==> src/rtl/cpu_int_arbiter_if.sv <==
// Interrupt arbiter bus: CPU-side controls, peripheral lines and request/vector results.
// The master side drives the controls and lines; the arbiter is the slave.
interface cpu_int_arbiter_if #(
  parameter int unsigned NUM_SRC = 4
);
  logic               ce;
  logic [NUM_SRC-1:0] src_in;
  logic [NUM_SRC-1:0] edge_mode;
  logic [NUM_SRC-1:0] mask;
  logic               inh;
  logic               sample;
  logic               vec_fetch;
  logic               vec_hi;
  logic               int_req;
  logic               int_is_rst;
  logic [2:0]         int_id;
  logic [15:0]        vec_addr;
  logic [NUM_SRC-1:0] pending;

  modport master (
    output ce, src_in, edge_mode, mask, inh, sample, vec_fetch, vec_hi,
    input  int_req, int_is_rst, int_id, vec_addr, pending
  );

  modport slave (
    input  ce, src_in, edge_mode, mask, inh, sample, vec_fetch, vec_hi,
    output int_req, int_is_rst, int_id, vec_addr, pending
  );
endinterface

==> src/rtl/cpu_int_arbiter.sv <==
// Fixed-priority interrupt front-end for the 6502-style core: latches edge/level sources,
// reports the winner at the CPU check point and supplies its vector during vector fetch.
module cpu_int_arbiter #(
  parameter int unsigned        NUM_SRC  = 4,
  parameter logic [NUM_SRC-1:0] NONMASK  = NUM_SRC'(1),
  parameter logic [15:0]        VEC_BASE = 16'hFFF0,
  parameter logic [15:0]        RST_VEC  = 16'hFFFC
) (
  input logic              clk,
  input logic              reset,
  cpu_int_arbiter_if.slave bus
);
  localparam int unsigned ID_W = 3;

  logic [NUM_SRC-1:0] history;
  logic [NUM_SRC-1:0] pendingQ;
  logic [NUM_SRC-1:0] enabled;
  logic               intReq;
  logic               intIsRst;
  logic [ID_W-1:0]    intId;
  logic [ID_W-1:0]    winner;
  logic               found;
  logic               edgeQual;
  logic               vecClr;

  // Edges are neither latched nor tracked while a vector is fetched or reset is in progress,
  // so an edge arriving then is still seen once the window closes.
  assign edgeQual = ~bus.vec_fetch & ~intIsRst;
  assign vecClr   = bus.vec_fetch & ~bus.vec_hi & ~intIsRst;

  // Lowest enabled index wins; the previous id is kept when nothing is enabled.
  always_comb begin
    enabled = pendingQ & bus.mask & ~({NUM_SRC{bus.inh}} & ~NONMASK);
    winner  = intId;
    found   = 1'b0;
    for (int unsigned i = 0; i < NUM_SRC; i++) begin
      if (enabled[i] && !found) begin
        winner = ID_W'(i);
        found  = 1'b1;
      end
    end
  end

  always_ff @(posedge clk) begin
    if (reset) begin
      intReq   <= 1'b1;
      intIsRst <= 1'b1;
      intId    <= '0;
      pendingQ <= '0;
      history  <= '0;
    end else if (bus.ce) begin
      if (bus.sample) begin
        intReq   <= found;
        intId    <= winner;
        intIsRst <= 1'b0;
      end
      for (int unsigned i = 0; i < NUM_SRC; i++) begin
        if (!bus.edge_mode[i]) begin
          pendingQ[i] <= bus.src_in[i];
        end else if (edgeQual && bus.src_in[i] && !history[i]) begin
          pendingQ[i] <= 1'b1;
        end else if (vecClr && intId == ID_W'(i)) begin
          pendingQ[i] <= 1'b0;
        end
        if (edgeQual) begin
          history[i] <= bus.src_in[i];
        end
      end
    end
  end

  assign bus.int_req    = intReq;
  assign bus.int_is_rst = intIsRst;
  assign bus.int_id     = intId;
  assign bus.pending    = pendingQ;
  assign bus.vec_addr   = intIsRst ? RST_VEC + 16'(bus.vec_hi)
                                   : VEC_BASE + 16'({intId, 1'b0}) + 16'(bus.vec_hi);
endmodule

==> src/flat_wrapper.sv <==
// flat-port wrapper written by rule: the top's interface ports become plain ports
module cpu_int_arbiter_flat 
#(
  parameter int unsigned        NUM_SRC  = 4,
  parameter logic [NUM_SRC-1:0] NONMASK  = NUM_SRC'(1),
  parameter logic [15:0]        VEC_BASE = 16'hFFF0,
  parameter logic [15:0]        RST_VEC  = 16'hFFFC
)
  (clk, reset, bus_ce, bus_src_in, bus_edge_mode, bus_mask, bus_inh, bus_sample, bus_vec_fetch, bus_vec_hi, bus_int_req, bus_int_is_rst, bus_int_id, bus_vec_addr, bus_pending);
  cpu_int_arbiter_if #(.NUM_SRC(NUM_SRC)) bus_i ();
  input logic clk;
  input logic reset;
  input wire logic [$bits(bus_i.ce)-1:0] bus_ce;
  input wire logic [$bits(bus_i.src_in)-1:0] bus_src_in;
  input wire logic [$bits(bus_i.edge_mode)-1:0] bus_edge_mode;
  input wire logic [$bits(bus_i.mask)-1:0] bus_mask;
  input wire logic [$bits(bus_i.inh)-1:0] bus_inh;
  input wire logic [$bits(bus_i.sample)-1:0] bus_sample;
  input wire logic [$bits(bus_i.vec_fetch)-1:0] bus_vec_fetch;
  input wire logic [$bits(bus_i.vec_hi)-1:0] bus_vec_hi;
  output wire logic [$bits(bus_i.int_req)-1:0] bus_int_req;
  output wire logic [$bits(bus_i.int_is_rst)-1:0] bus_int_is_rst;
  output wire logic [$bits(bus_i.int_id)-1:0] bus_int_id;
  output wire logic [$bits(bus_i.vec_addr)-1:0] bus_vec_addr;
  output wire logic [$bits(bus_i.pending)-1:0] bus_pending;
  assign bus_i.ce = bus_ce;
  assign bus_i.src_in = bus_src_in;
  assign bus_i.edge_mode = bus_edge_mode;
  assign bus_i.mask = bus_mask;
  assign bus_i.inh = bus_inh;
  assign bus_i.sample = bus_sample;
  assign bus_i.vec_fetch = bus_vec_fetch;
  assign bus_i.vec_hi = bus_vec_hi;
  assign bus_int_req = bus_i.int_req;
  assign bus_int_is_rst = bus_i.int_is_rst;
  assign bus_int_id = bus_i.int_id;
  assign bus_vec_addr = bus_i.vec_addr;
  assign bus_pending = bus_i.pending;
  cpu_int_arbiter #(.NUM_SRC(NUM_SRC), .NONMASK(NONMASK), .VEC_BASE(VEC_BASE), .RST_VEC(RST_VEC)) u_core (.clk(clk), .reset(reset), .bus(bus_i));
endmodule
==> config.mk <==
export PLATFORM = sky130hd
export DESIGN_NAME = cpu_int_arbiter_flat
export DESIGN_NICKNAME = d
export VERILOG_FILES = /design/src/rtl/cpu_int_arbiter_if.sv /design/src/rtl/cpu_int_arbiter.sv /design/src/flat_wrapper.sv
export SDC_FILE = /design/constraint.sdc
export NUM_CORES = 1
export LEC_CHECK = 0
export CORE_MARGIN = 2
export CORE_UTILIZATION = 39
export CTS_CLUSTER_DIAMETER = 80
export CTS_CLUSTER_SIZE = 28
export DETAILED_ROUTE_END_ITERATION = 8
export GPL_TIMING_DRIVEN = 0
export PLACE_DENSITY = 0.84
export SYNTH_ARGS = -nofsm -noshare
export SYNTH_HDL_FRONTEND = slang
export SYNTH_SLANG_ARGS = --single-unit
==> constraint.sdc <==
create_clock -name clk -period 2.99 [get_ports clk]
set_clock_uncertainty 0.05 [all_clocks]
set_input_delay 0.4485 -clock clk [delete_from_list [all_inputs] [get_ports clk]]
set_output_delay 0.4485 -clock clk [all_outputs]
set_load 0.01 [all_outputs]
==> flow_metrics.py <==
metrics = {
    "global_route": {
        "grt_usage": 0.183,
        "grt_pass1_vias": 703,
        "grt_max_degree": 11,
        "grt_antenna_before_repair": 0,
        "grt_first_pass_wirelength_um": 2810,
        "overflow": 0,
    },
    "placed_design": {
        "dp.cells": 150,
        "place_ws_ns": 0.954,
        "dp_hpwl_um": 1480,
        "gp_congestion": 0.771,
        "place.port_buffers": 30,
    },
    "finish": {
        "seq_area_um2": 240,
        "postLayoutCoreUtil": 0.648,
        "fill_cells": 155,
        "nets": 149,
        "final_common_cell": "clkdlybuf4s50_1",
        "synthToLayoutAreaGrowth_pct": 54.7,
        "multi_input_area_um2": 393,
        "layout-drive-gt1-share": 0.164,
        "layout_common_cells": "30 x clkdlybuf4s50_1, 15 x buf_4, 13 x conb_1, 12 x dfxtp_1, 6 x nor2_1",
        "final_cells": 153,
        "antenna_cells": 0,
    },
    "clock_tree": {
        "insertion_delay_ns": 0.27,
        "path_clk_slew_ns": 0.08,
        "ctsRootBufferMaster": "clkbuf_4",
        "clk_path_buf_depth": 2,
        "h-tree-depth": 1,
        "hold_buffers": 0,
        "cts_sinks": 12,
        "postCtsSetupBuffers": 0,
        "cts_tree": "yes",
        "cts_buffers": 3,
        "post_cts.resized_instances": 0,
    },
    "power": {
        "p_per_area_mw_per_mm2": 333,
        "ir_drop_uv": 260,
        "cellLeakagePower_nw": 0.437,
        "report.power.total_w": 0.000372,
    },
    "yosys": {
        "synthTopCellsByArea": "dfxtp_1 33%, buf_4 16%, a32o_1 5.5%",
        "ys_types": 27,
        "netlist.area_leader.share": 0.332,
        "netlist_area_um2": 723,
        "synth-seq-area-share": 0.332,
        "synth_top_area_cell": "dfxtp_1",
        "avgSynthCellArea_um2": 8.61,
        "ys_warn_count": 0,
        "syn_inst": 84,
        "ys_ff_latch": 12,
    },
    "flow_run": {
        "maxCapViolations": 0,
    },
    "sta": {
        "timing.final.crit_share": 0.692,
        "slew_viol_final": 0,
        "layout_min_cycle_time_ns": 2.07,
        "hold_viol": 0,
        "setup_tns_ns": 0,
        "fmax_ghz": 0.483,
        "setup_viol": 0,
        "worst_slack_ns": 0.920,
        "grt_setup_unrepaired": "no",
    },
    "setup_path": {
        "cp.depth": 3,
        "rrSetupSlack_ns": 1.74,
        "reg2regPathDepth": 3,
        "endpoint_kind": "output pin",
        "endpoint": "bus_vec_addr[0]",
        "cpPeakStageDelay_ns": 0.52,
        "crit_type": "in -> out",
        "timing.rr.start": "u_core.bus.int_is_rst",
        "cpLargestDelayFamily": "buffers and inverters",
        "start_kind": "primary input",
        "cp_max_fo": 2,
        "cp_data_required_time_ns": 2.49,
        "worst-path-buf-inv": 3,
        "crit_top_cell": "clkdlybuf4s50_1",
        "cp_slowest_cell": "clkdlybuf4s50_1",
        "path_cells": "clkdlybuf4s50_1 -> buf_4 -> clkdlybuf4s50_1",
        "startpoint": "bus_vec_hi",
        "r2r-end": "u_core.history[0]",
        "arrival_ns": 1.57,
    },
    "floorplan": {
        "die_w_um": 47.1,
        "io_pins": 44,
        "start_util": 0.419,
        "die_h_um": 47.1,
        "std_cell_rows": 15,
        "die_area_mm2": 0.00221,
        "coreArea_mm2": 0.00173,
    },
    "routing": {
        "ant_nets": 0,
        "totalWireLength_um": 1820,
        "drc_errors": 0,
        "dr.pass1.iters": 4,
        "via_per_inst": 4.76,
        "dr_total_vias": 728,
        "wire_per_inst_um": 11.9,
        "drt_iter0_drc": 12,
    },
    "min_path": {
        "hold_path.class": "reg -> reg",
        "hp-start": "u_core.bus.int_req",
    },
    "run_status": {
        "status": "finished clean",
    },
}
==> routing by layer <==
| metal | vias to the layer above | part of all wire | global-route usage |
|---|---|---|---|
| li1 | 360 | - | - |
| met1 | 330 | 0.41 | 0.195 |
| met2 | 38 | 0.52 | 0.342 |
| met3 | 0 | 0.072 | 0.0385 |
| met4 | 0 | 0 | 0.0778 |
| met5 | - | 0 | 0 |
==> how the worst min path moves through the flow <==
stage / to / slack (ns) / depth (start not counted)
3_3_place_gp: u_core.history[1] / 0.42 / 2
3_5_place_dp: u_core.history[3] / 0.43 / 2
6_report: u_core.bus.int_req / 0.45 / 2
2_1_floorplan: u_core.history[0] / 0.40 / 2
5_1_grt: u_core.history[1] / 0.48 / 2
4_1_cts: u_core.history[3] / 0.45 / 2
==> area by class of cell <==
class | count | share of cell area
Clock buffer | 3 | 0.0201
Multi-Input combinational cell | 63 | 0.351
Inverter | 4 | 0.0134
Buffer | 16 | 0.104
Sequential cell | 12 | 0.215
Tap cell | 25 | 0.0280
Timing Repair Buffer | 30 | 0.268
==> cell families after synthesis <==
family                 after synthesis  share of synthesized area
AO/OA/AOI/OAI                       15                      0.157
other                                2                     0.0104
AND/OR/NAND/NOR                     31                      0.263
multiplexers                         4                     0.0554
flip-flops                          12                      0.332
buffers and inverters               20                      0.182
==> synthesized netlist by cell type <==
library cell and n:
nand3_1 2, o21ai_0 4, a21oi_1 1, nand4b_1 1
nand2_2 1, nor3b_4 1, and3b_1 1, nand3b_1 1
a21o_1 2, clkbuf_1 1, buf_4 15, nor2b_1 5
nand2_1 4, or2_2 1, nor2_1 6, a311oi_1 1
nand4_1 3, mux2i_1 4, inv_1 4, dfxtp_1 12
a32o_1 4, a211oi_1 1, o41ai_1 1, nor3b_1 4
and2_1 1, a211o_1 1, conb_1 2
==> tightest hold or removal path, cell delays in order (launching register included) <==
cell and delay, ns:
dfxtp_1 0.33, nand2_1 0.06, nand4b_1 0.08
==> state kept, by name, summed over array words and instances (netlist names) <==
signal                 flops
u_core.bus.pending         4
u_core.history             4
u_core.bus.int_id          2
u_core.bus.int_is_rst      1
u_core.bus.int_req         1
==> through the flow <==
stage / instance area, µm² / hold slack [ns]
6_report: 1120 / 0.447
5_1_grt: 1120 / 0.479
4_1_cts: 1120 / 0.447
3_5_place_dp: 1100 / 0.430
3_3_place_gp: 1100 / 0.418
2_1_floorplan: 764 / 0.405
==> where the power goes <==
| group | total (W) | switching [W] | leakage [nW] | internal, W |
|---|---|---|---|---|
| combinational | 0.0000989 | 0.0000391 | 0.325 | 0.0000597 |
| sequential | 0.000173 | 0.00000682 | 0.0979 | 0.000167 |
| clock | 0.000100 | 0.0000536 | 0.0138 | 0.0000466 |
Power figures use the tool's default switching activity.
